<file path="config.mk">
export PLATFORM = sky130hd
export DESIGN_NAME = vga_sync_gen
export DESIGN_NICKNAME = d
export VERILOG_FILES = /design/src/rtl/vga_sync_gen.sv
export SDC_FILE = /design/constraint.sdc
export NUM_CORES = 1
export LEC_CHECK = 0
export BUFFER_PORTS_ARGS = -buffer_cell sky130_fd_sc_hd__buf_2
export CAP_MARGIN = 20
export CORE_ASPECT_RATIO = 1.25
export CORE_MARGIN = 2
export CORE_UTILIZATION = 49
export DETAILED_ROUTE_END_ITERATION = 10
export PLACE_DENSITY = 0.78
export SYNTH_ARGS = -nofsm -noshare
export SYNTH_HDL_FRONTEND = slang
export SYNTH_SLANG_ARGS = --single-unit
</file>
<file path="constraint.sdc">
create_clock -name clk -period 1.7 [get_ports clk]
set_clock_uncertainty 0.1 [all_clocks]
set_input_delay 0.085 -clock clk [delete_from_list [all_inputs] [get_ports clk]]
set_output_delay 0.085 -clock clk [all_outputs]
set_load 0.005 [all_outputs]
</file>
<file path="src/rtl/vga_sync_gen.sv">
// Vertical half of a VGA timing generator: counts lines from the horizontal
// counter's tick and registers sync, blanking and pixel coordinates.
module vga_sync_gen #(
  parameter int H_VISIBLE = 640,
  parameter int H_FP      = 16,
  parameter int H_SYNC    = 96,
  parameter int V_VISIBLE = 480,
  parameter int V_FP      = 10,
  parameter int V_SYNC    = 2,
  parameter int V_TOTAL   = 525,
  parameter bit SYNC_POL  = 1'b0
) (
  input  logic       clk,
  input  logic       rst,
  input  logic       en,
  input  logic [9:0] hcnt,
  input  logic       ts,
  output logic       hsync,
  output logic       vsync,
  output logic       video_on,
  output logic [9:0] x,
  output logic [9:0] y,
  output logic [9:0] vcnt,
  output logic       frame_start,
  output logic       hcnt_err
);

  localparam logic [9:0] HS_START = 10'(H_VISIBLE + H_FP);
  localparam logic [9:0] HS_END   = 10'(H_VISIBLE + H_FP + H_SYNC);
  localparam logic [9:0] VS_START = 10'(V_VISIBLE + V_FP);
  localparam logic [9:0] VS_END   = 10'(V_VISIBLE + V_FP + V_SYNC);
  localparam logic [9:0] H_VIS    = 10'(H_VISIBLE);
  localparam logic [9:0] V_VIS    = 10'(V_VISIBLE);
  localparam logic [9:0] V_LAST   = 10'(V_TOTAL - 1);
  // The horizontal counter upstream always runs 800 pixels per line.
  localparam logic [9:0] H_TOTAL  = 10'd800;

  function automatic logic sync_level(input logic active);
    return active ? SYNC_POL : ~SYNC_POL;
  endfunction

  logic       hs_act_p0;
  logic       vs_act_p0;
  logic       vis_p0;
  logic       vwrap_p0;
  logic [9:0] vcnt_nxt_p0;

  // Stage p0: decode the sampled hcnt and the current (pre-update) line.
  always_comb begin
    hs_act_p0   = (hcnt >= HS_START) && (hcnt < HS_END);
    vs_act_p0   = (vcnt >= VS_START) && (vcnt < VS_END);
    vis_p0      = (hcnt < H_VIS) && (vcnt < V_VIS);
    vwrap_p0    = ts && (vcnt == V_LAST);
    vcnt_nxt_p0 = vcnt;
    if (ts) begin
      vcnt_nxt_p0 = vwrap_p0 ? 10'd0 : vcnt + 10'd1;
    end
  end

  // Stage p1: registered outputs, advanced only on enabled edges.
  always_ff @(posedge clk or posedge rst) begin
    if (rst) begin
      vcnt        <= '0;
      hsync       <= ~SYNC_POL;
      vsync       <= ~SYNC_POL;
      video_on    <= 1'b0;
      x           <= '0;
      y           <= '0;
      frame_start <= 1'b0;
      hcnt_err    <= 1'b0;
    end else begin
      // Single-cycle pulse: cleared on any edge where no wrap happens.
      frame_start <= en && vwrap_p0;
      if (en) begin
        vcnt     <= vcnt_nxt_p0;
        hsync    <= sync_level(hs_act_p0);
        vsync    <= sync_level(vs_act_p0);
        video_on <= vis_p0;
        x        <= vis_p0 ? hcnt : 10'd0;
        y        <= vis_p0 ? vcnt : 10'd0;
        hcnt_err <= hcnt_err | (hcnt >= H_TOTAL);
      end
    end
  end

endmodule

</file>
==> results of run 1 <==
==> flip-flops by register name (all words and copies together) (netlist names) <==
signal	count
vcnt	10
video_on	1
x	10
frame_start	1
vsync	1
hsync	1
y	10
hcnt_err	1
==> through the flow <==
stage | instances | utilization [%] | power (W)
2_1_floorplan | 123 | - | 0.00132
3_3_place_gp | 209 | 61.6 | 0.00154
3_5_place_dp | 209 | 61.6 | 0.00158
4_1_cts | 229 | 67.9 | 0.00205
5_1_grt | 230 | 68.1 | 0.00219
6_report | 230 | 68.1 | 0.00205
==> power by group <==
part           internal (W)  switching (W)
clock              0.000191       0.000261
combinational      0.000265       0.000257
sequential         0.000948       0.000126
==> repair_timing <==
item	CTS	global route
endpoints found under the setup margin	0	4
buffers inserted	0	1
hold buffers	13	0
endpoints found under the hold margin	47	0
==> cells in the mapped netlist (all sizes together) <==
cell type,count,area [um2]
nor3,6,30.0
nor2b,2,12.5
a32o,1,10.0
and3,2,13.8
or4b,1,10.0
a21o,1,7.51
dfstp,2,52.6
nand4b,2,17.5
dfrtp,33,826
a21oi,4,23.8
nor2,4,15.0
a41o,1,10.0
clkbuf,1,3.75
nand2,5,18.8
and3b,1,10.0
or3,3,18.8
nand4,2,18.8
a22o,18,158
inv,6,22.5
nand3,5,25.0
buf,4,25.0
ha,3,37.5
xnor2,2,17.5
o31ai,1,7.51
nor4,1,21.3
or4,2,22.5
o32a,1,10.0
xor2,3,26.3
o21ai,5,25.0
nor3b,1,7.51
==> worst min-delay path, cell delays in order <==
cell,delay (ps)
dlygate4sd3_1,530
buf_2,120
inv_1,40
buf_4,380
==> kinds of logic after synthesis <==
kind of cell,Yosys count
AOI/OAI and AO/OA,32
xor gates and xnor gates,5
adders and majority gates,3
buffers and inverters,11
DFF,35
and+or+nand+nor,37
==> worst max-delay path by stage <==
stage                     slack [ps]       to  cells past startpoint  startpoint
final                             40  vcnt[4]                      4     vcnt[7]
after CTS                         50  vcnt[2]                      5     vcnt[0]
after global routing             0.8  vcnt[3]                      4     vcnt[7]
after detailed placement          90  vcnt[2]                      5     vcnt[0]
after global placement           150    vsync                      3     vcnt[2]
after floorplan                  170  vcnt[2]                      3     vcnt[5]
==> layout make-up <==
class,count,area share [%]
inverter,6,1.12
timing repair buffer,69,21.4
multi-input combinational,77,28.6
tap,36,2.24
sequential,35,43.8
clock buffer,6,2.56
clock inverter,1,0.249
==> routing by layer <==
layer / up-vias / global-route usage (%) / wire length, um
met1: 618 / 31.0 / 1560
met3: 7 / 7.92 / 218
met5: - / 0 / 0
met2: 60 / 37.3 / 1830
met4: 0 / 8.33 / 59
li1: 596 / - / -
==> qor.csv, run 1 <==
stage,metric,value,unit
setup_path,r2r-start,vcnt[7],
synthesis,yosysSeqAreaShare,58.4,%
place,place_area,1810,um2
cells_and_area,regArea,878,um2
timing,hold_ws,275,ps
detailed_routing,antenna_left,0,
setup_path,ff2ff_setup_slack,40,ps
power,leakagePower,1.05,nW
cells_and_area,drive_gt1_share,37.6,%
cells_and_area,multi_input_area,574,um2
die,die_area,3530,um2
cells_and_area,mostFrequentLayoutCell,buf_2,
cells_and_area,fin_nets,211,
clocking,clockBufferDepth,2,
run_status,outcome,"finished, final reports clean",
detailed_routing,vias_per_cell,5.57,
synthesis,synth_area,1500,um2
global_route,grt_pass1_wl,6050,um
cells_and_area,fillCellCount,221,
place,gp_congestion,0.837,
timing,report.final.slew_viol_count,0,
power,power.density,1020,nW/um2
die,coreArea,2950,um2
setup_path,crit_family,simple AND/OR/NAND/NOR gates,
global_route,grt_max_degree,36,
setup_path,path_buf_inv,1,
timing,slew_headroom,70.9,%
detailed_routing,drt-wirelength-per-cell,16.0,um
place,place_ws,94.3,ps
clocking,htreeDepth,2,
cells_and_area,final_cell_mix,"48 x buf_2, 33 x dfrtp_1, 18 x a22o_1, 13 x dlygate4sd3_1, 8 x buf_4",
global_route,antenna_found_initial,0,
power,ir_drop,0.781,mV
global_route,grt_overflow_total,0,
clocking,cts_sinks,35,
clocking,clkTransAtPathRegs,100,ps
timing,tightest_slew,436,ps
timing,period_share,97.8,%
cells_and_area,n_antenna_cell,0,
place,portBuffers,48,
timing,hold_violations,0,
timing,worst_slack,37.2,ps
timing,fin_crit,1660,ps
clocking,cts-root-buf,clkbuf_4,
die,dieWidth,53.6,um
clocking,cts_buffers,5,
timing,final.setup.tns,0,ps
detailed_routing,vias,1281,
setup_path,critPathMaxFanout,6,
clocking,cts_tree,yes,
setup_path,critPathRequiredTime,1820,ps
place,dp_hpwl,2450,um
setup_path,worstSetupPathType,reg2reg,
synthesis,synth_compound_area_share,16.7,%
clocking,clk-insertion-delay-late,330,ps
run,max-cap-violations,0,
setup_path,slowest_stage,or4_4,
cells_and_area,final_cell_area,2010,um2
setup_path,worstSetupEndpointType,register,
clocking,cts_resized,0,
synthesis,yosys.area_share.adder,2.50,%
die,rows,22,
global_route,grt_pass1_vias,1243,
timing,max_freq,601,MHz
setup_path,r2r-end,vcnt[4],
detailed_routing,drt-total-wl,3670,um
detailed_routing,dr.pass1.iters,4,
global_route,track_usage,24.0,%
synthesis,synth_seq_cells,35,
synthesis,synth_cells,123,
synthesis,syn_avg_cell_area,12.2,um2
die,die_y,65.9,um
synthesis,synth_mux_area_share,0,%
die,io_pins,49,
setup_path,critical-path-max-stage-delay,530,ps
synthesis,synth_top_family_by_area,compound AO/OA/AOI/OAI gates,
synthesis,synth_xor_area_share,2.91,%
setup_path,startpoint_type,register,
cells_and_area,syn_to_final_growth,33.4,%
synthesis,synth.distinct_cells,35,
setup_path,crit_chain,or4_4 > nor4_4 > buf_4 > a21oi_1,
timing,setup_viol,0,
detailed_routing,drc,0,
worst_hold_path,hp-class,in2async,
timing,grt_setup_unrepaired,false,
setup_path,rr_worst_depth,4,
detailed_routing,drtIter0Drc,38,
synthesis,yosysWarnings,0,
setup_path,cp.arrival,1780,ps
synthesis,syn_nets,140,
synthesis,synthSimpleGateAreaFrac,16.1,%
die,start_util,51.1,%
Power figures use the tool's default switching activity.
==> run 2, diff against run 1 <==
--- a/config.mk
+++ b/config.mk
@@ -7,11 +7,11 @@
 export LEC_CHECK = 0
 export BUFFER_PORTS_ARGS = -buffer_cell sky130_fd_sc_hd__buf_2
 export CAP_MARGIN = 20
-export CORE_ASPECT_RATIO = 1.25
 export CORE_MARGIN = 2
 export CORE_UTILIZATION = 49
 export DETAILED_ROUTE_END_ITERATION = 10
 export PLACE_DENSITY = 0.78
+export SETUP_SLACK_MARGIN = 0.3
 export SYNTH_ARGS = -nofsm -noshare
 export SYNTH_HDL_FRONTEND = slang
 export SYNTH_SLANG_ARGS = --single-unit
==> run 2 against run 1 <==
- sequential power about the same
- clock power fell by 6.4%
- flip-flop and latch count unchanged
- largest cell class unchanged
- maximum frequency up 6.1%
- critical path type unchanged
- first-iteration DRC count up 50%
- final cell count is 2.6% higher
- utilization is 3.0 points higher
==> qor.csv, run 2 (same netlist as run 1, synthesis figures left out) <==
stage,metric,value,unit,change
run_status,outcome,"finished, final reports clean",,
place,dp_cells,207,,-0.96%
detailed_routing,dr.pass1.iters,4,,unchanged
setup_path,cp.arrival,1680,ps,-100 ps
cells_and_area,drive_gt1_share,43.8,%,+6.2 points
clocking,cts_tree,yes,,
setup_path,critPathRequiredTime,1810,ps,about the same
detailed_routing,drt-total-wl,3710,um,+0.90%
detailed_routing,vias_per_cell,5.65,,+1.5%
cells_and_area,multi_input_area,627,um2,+9.2%
global_route,antenna_found_initial,0,,unchanged
place,gp_congestion,0.797,,-4.8%
clocking,cts_buffers,5,,unchanged
detailed_routing,vias,1334,,+4.1%
setup_path,crit_family,simple AND/OR/NAND/NOR gates,,
timing,tightest_slew,434,ps,-1.84 ps
place,dp_hpwl,2300,um,-6.0%
timing,max_freq,638,MHz,+6.1%
setup_path,worstSetupPathType,reg2reg,,
timing,slew_headroom,71.0,%,+0.12 points
global_route,grt_overflow_total,0,,unchanged
setup_path,crit_chain,or4_4 > nor3_1 > o21ai_0,,
die,die_area,3530,um2,about the same
setup_path,ff2ff_setup_slack,130,ps,+100 ps
timing,grt_setup_unrepaired,true,,
timing,hold_violations,0,,unchanged
die,die_y,59.4,um,-9.9%
setup_path,rr_worst_depth,3,,-1
cells_and_area,final_cell_mix,"48 x buf_2, 30 x dfrtp_1, 18 x a22o_1, 14 x dlygate4sd3_1, 11 x buf_4",,
clocking,clk-insertion-delay-late,340,ps,about the same
global_route,grt_max_degree,36,,unchanged
power,leakagePower,1.08,nW,+2.9%
setup_path,r2r-start,vcnt[5],,
power,ir_drop,0.475,mV,-39%
run,max-cap-violations,0,,unchanged
setup_path,critPathMaxFanout,2,,-4
setup_path,critical-path-max-stage-delay,570,ps,+40 ps
setup_path,r2r-end,vcnt[1],,
die,start_util,50.5,%,-0.56 points
timing,final.setup.tns,0,ps,unchanged
clocking,cts-root-buf,clkbuf_4,,
place,portBuffers,48,,unchanged
timing,report.final.slew_viol_count,0,,unchanged
die,io_pins,49,,unchanged
global_route,grt_pass1_vias,1281,,+3.1%
power,power.density,987,nW/um2,-3.2%
die,dieWidth,59.4,um,+11%
cells_and_area,top_regs,"vcnt (10), x (10), y (10)",,
worst_hold_path,holdPathEnd,hcnt_err,,
cells_and_area,final-instance-count-excl-fill,236,,+2.6%
timing,setup_viol,0,,unchanged
cells_and_area,n_antenna_cell,0,,unchanged
worst_hold_path,worstHoldStart,en,,
setup_path,startpoint_type,register,,
cells_and_area,fillCellCount,205,,-7.2%
global_route,track_usage,23.3,%,-0.71 points
timing,period_share,92.2,%,-5.6 points
setup_path,slowest_stage,or4_4,,
setup_path,path_buf_inv,0,,-1
setup_path,worstSetupEndpointType,register,,
global_route,grt_pass1_wl,5960,um,-1.5%
worst_hold_path,hold_depth,2,,
detailed_routing,drt-wirelength-per-cell,15.7,um,-1.7%
cells_and_area,mostFrequentLayoutCell,buf_2,,
detailed_routing,drtIter0Drc,57,,+50%
detailed_routing,antenna_left,0,,unchanged
cells_and_area,regArea,882,um2,+0.43%
cells_and_area,syn_to_final_growth,40.9,%,
clocking,clockBufferDepth,2,,unchanged
clocking,htreeDepth,2,,unchanged
worst_hold_path,hp-class,in2reg,,
detailed_routing,drc,0,,unchanged
die,rows,20,,-9.1%
die,coreArea,2980,um2,+1.1%
cells_and_area,fin_nets,219,,+3.8%
clocking,cts_sinks,35,,unchanged
clocking,clkTransAtPathRegs,100,ps,about the same
timing,fin_crit,1570,ps,-95.3 ps
[run 2: cell types whose count changed in the layout (fill, tap and decap cells not counted), sizes merged]
cell,delta
clkbuf,+1
buf,+6
and3,+1
dlygate4sd3,+1
[run 2: worst max path at each step]
stage,from,endpoint,slack [ps],depth (start not counted)
2_1_floorplan,vcnt[5],vcnt[2],170,3
3_3_place_gp,vcnt[7],vcnt[1],150,3
3_5_place_dp,vcnt[0],vcnt[2],110,5
4_1_cts,vcnt[5],vcnt[2],130,3
5_1_grt,vcnt[5],vcnt[4],70,3
6_report,vcnt[5],vcnt[1],130,3
[run 2: cell type report]
cell class | count | area share, %
clock buffer | 7 | 2.13
inverter | 6 | 1.06
timing repair buffer | 76 | 23.4
multi-input combinational | 78 | 29.6
tap | 33 | 1.95
clock inverter | 1 | 0.236
sequential | 35 | 41.6
[run 2: what timing repair did]
item / in CTS / in global routing
hold buffers: 14 / 0
cloned: 1 / 0
pin swaps: 2 / 5
gates resized for setup: 8 / 7
endpoints found under the hold margin: 48 / 0
setup buffers: 5 / 1
endpoints found under the setup margin: 29 / 30
[run 2: through the flow]
step,power [W],util [%],setup WS [ps],hold WS (ps),instance area (um2)
floorplan,0.00133,-,168,114,1520
global placement,0.00154,61.2,154,96.8,1820
detailed placement,0.00157,61.2,114,101,1820
CTS,0.00207,70.0,134,11.5,2080
global route,0.00223,71.2,71.5,17.1,2120
finish,0.00209,71.2,133,28.4,2120
[run 2: power breakdown]
part | switching (W) | internal [W] | total, W | leakage, nW
Sequential | 0.0000910 | 0.000951 | 0.00104 | 0.439
Combinational | 0.000306 | 0.000322 | 0.000628 | 0.613
Clock | 0.000262 | 0.000161 | 0.000423 | 0.0293
[run 2: per-layer routing]
| layer | vias to the layer above | global-route usage [%] | part of all wire (%) |
|---|---|---|---|
| li1 | 621 | - | - |
| met1 | 666 | 27.8 | 42 |
| met2 | 38 | 38.3 | 51 |
| met3 | 9 | 7.42 | 4.6 |
| met4 | 0 | 10.4 | 2.3 |
| met5 | - | 0 | 0 |
==> run 3, diff against run 2 <==
--- a/config.mk
+++ b/config.mk
@@ -10,6 +10,7 @@
 export CORE_MARGIN = 2
 export CORE_UTILIZATION = 49
 export DETAILED_ROUTE_END_ITERATION = 10
+export HOLD_SLACK_MARGIN = 0.12
 export PLACE_DENSITY = 0.78
 export SETUP_SLACK_MARGIN = 0.3
 export SYNTH_ARGS = -nofsm -noshare
==> run 3 against run 2 <==
- final cell count grew 1.3%
- die area is the same
- clock power grew 1%
- sequential share of layout area shrank 0.80 points
- maximum frequency grew 0.62%
- combinational power grew 3.3%
- non-clock buffer count grew 3
- worst hold slack gained 150 ps
- via count shrank 0.15%
- critical path type unchanged
- largest power group unchanged
==> qor.csv, run 3 (same netlist as run 1, synthesis figures left out) <==
stage,metric,value,unit,change
cells_and_area,final-instance-count-excl-fill,239,,+1.3%
detailed_routing,met2WireLength,1900,um,+0.69%
global_route,track_usage,23.3,%,-0.046 points
timing,grt_setup_unrepaired,true,,
clocking,cts_sinks,35,,unchanged
setup_path,path_depth,3,,unchanged
setup_path,ff2ff_setup_slack,140,ps,about the same
setup_path,path_buf_inv,0,,unchanged
setup_path,worstSetupEndpointType,register,,
global_route,grt_max_degree,36,,unchanged
setup_path,critPathRequiredTime,1820,ps,about the same
timing,period_share,91.6,%,-0.57 points
setup_path,slowest_stage,or4_4,,
die,coreArea,2980,um2,unchanged
die,dieWidth,59.4,um,unchanged
cells_and_area,fillCellCount,199,,-2.9%
power,ir_drop,0.570,mV,+20%
detailed_routing,wl_met3,163,um,-5.2%
detailed_routing,antenna_left,0,,unchanged
run,max-cap-violations,0,,unchanged
timing,fin_crit,1560,ps,-9.72 ps
power,power.density,983,nW/um2,-0.46%
detailed_routing,drt-total-wl,3750,um,+1.2%
run_status,outcome,"finished, final reports clean",,
cells_and_area,syn_to_final_growth,43.7,%,
timing,report.final.slew_viol_count,0,,unchanged
cells_and_area,fin_nets,222,,+1.4%
setup_path,r2r-start,vcnt[6],,
detailed_routing,dr.max_layer_used,met4,,
detailed_routing,drt-wirelength-per-cell,15.7,um,-0.11%
cells_and_area,final_cell_mix,"48 x buf_2, 30 x dfrtp_1, 18 x a22o_1, 14 x buf_4, 13 x dlygate4sd3_1",,
die,rows,20,,unchanged
die,die_area,3530,um2,unchanged
setup_path,worstSetupPathType,reg2reg,,
cells_and_area,mostFrequentLayoutCell,buf_2,,
timing,max_freq,642,MHz,+0.62%
worst_hold_path,worstHoldStart,en,,
clocking,cts-root-buf,clkbuf_4,,
cells_and_area,drive_gt1_share,45.1,%,+1.3 points
global_route,antenna_found_initial,0,,unchanged
global_route,grt_overflow_total,0,,unchanged
detailed_routing,dr.pass1.iters,4,,unchanged
timing,setup_viol,0,,unchanged
power,leakagePower,1.12,nW,+3.3%
setup_path,cp.arrival,1680,ps,about the same
detailed_routing,drtIter0Drc,47,,-18%
timing,final.setup.tns,0,ps,unchanged
die,start_util,50.5,%,unchanged
clocking,clk-insertion-delay-late,340,ps,about the same
die,die_y,59.4,um,unchanged
place,place_ws,114,ps,unchanged
setup_path,startpoint_type,register,,
detailed_routing,vias_per_cell,5.57,,-1.4%
setup_path,rr_worst_depth,3,,unchanged
timing,slew_headroom,71.3,%,+0.22 points
timing,tightest_slew,431,ps,-3.36 ps
cells_and_area,top_regs,"vcnt (10), x (10), y (10)",,
place,dp_hpwl,2300,um,unchanged
worst_hold_path,hp-class,in2reg,,
worst_hold_path,hold_depth,3,,+1
worst_hold_path,holdPathEnd,x[9],,
cells_and_area,n_antenna_cell,0,,unchanged
setup_path,r2r-end,vcnt[4],,
clocking,htreeDepth,2,,unchanged
setup_path,crit_chain,or4_4 > nor4_4 > a21oi_1,,
clocking,clockBufferDepth,2,,unchanged
timing,hold_violations,0,,unchanged
timing,worst_slack,142,ps,+9.72 ps
detailed_routing,met1_length,1560,um,unchanged
detailed_routing,vias,1332,,-0.15%
place,dp_cells,207,,unchanged
setup_path,critical-path-max-stage-delay,540,ps,-30 ps
global_route,grt_pass1_vias,1293,,+0.94%
clocking,clkTransAtPathRegs,100,ps,about the same
timing,hold_ws,174,ps,+146 ps
setup_path,crit_family,simple AND/OR/NAND/NOR gates,,
place,portBuffers,48,,unchanged
power,p_total,0.00212,W,+1.5%
detailed_routing,drc,0,,unchanged
place,gp_congestion,0.797,,unchanged
clocking,cts_tree,yes,,
setup_path,critPathMaxFanout,5,,+3
global_route,grt_pass1_wl,5960,um,unchanged
die,io_pins,49,,unchanged
clocking,cts_buffers,5,,unchanged
## run 3: worst max-delay path by stage
stage / from / endpoint / slack [ps]
after floorplan: vcnt[5] / vcnt[2] / 170
after global placement: vcnt[7] / vcnt[1] / 150
after detailed placement: vcnt[0] / vcnt[2] / 110
after CTS: vcnt[5] / vcnt[2] / 130
after global routing: vcnt[1] / vcnt[4] / 70
final: vcnt[6] / vcnt[4] / 140
## run 3: area by class of cell
class	count	area [um2]	area share, %
clock inverters	1	5.00	0.232
well taps	33	41.3	1.91
flip-flops and latches	35	882	40.8
repair buffers	79	522	24.1
inverters	6	22.5	1.04
multi-input cells	78	643	29.8
clock buffers	7	45.0	2.08
## run 3: routing by layer
layer	track usage, %	up-vias
met5	0	-
met4	10.4	0
met3	7.42	15
met2	38.0	34
met1	28.0	659
li1	-	624
## run 3: report_power, final
group / leakage, nW / switching [W] / internal, W
registers: 0.439 / 0.0000946 / 0.000951
logic: 0.649 / 0.000310 / 0.000339
clock network: 0.0293 / 0.000268 / 0.000161
## run 3: tightest hold or removal path, stage by stage
cell	delay, ps
buf_2	100
nor2b_2	220
a32o_1	180
## run 3: through the flow
| step | util, % | instance area (um2) |
|---|---|---|
| after floorplan | - | 1520 |
| after global placement | 61.2 | 1820 |
| after detailed placement | 61.2 | 1820 |
| after CTS | 70.0 | 2080 |
| after global routing | 72.6 | 2160 |
| final | 72.6 | 2160 |
## run 3: what timing repair did
item                                   4_1_cts  5_1_grt
setup endpoints to repair                   29       31
pin swaps                                    2        6
endpoints found under the hold margin       54        0
hold buffers                                14        0
gates cloned                                 1        0
buffers inserted                             5        4
gates resized for setup                      8       11
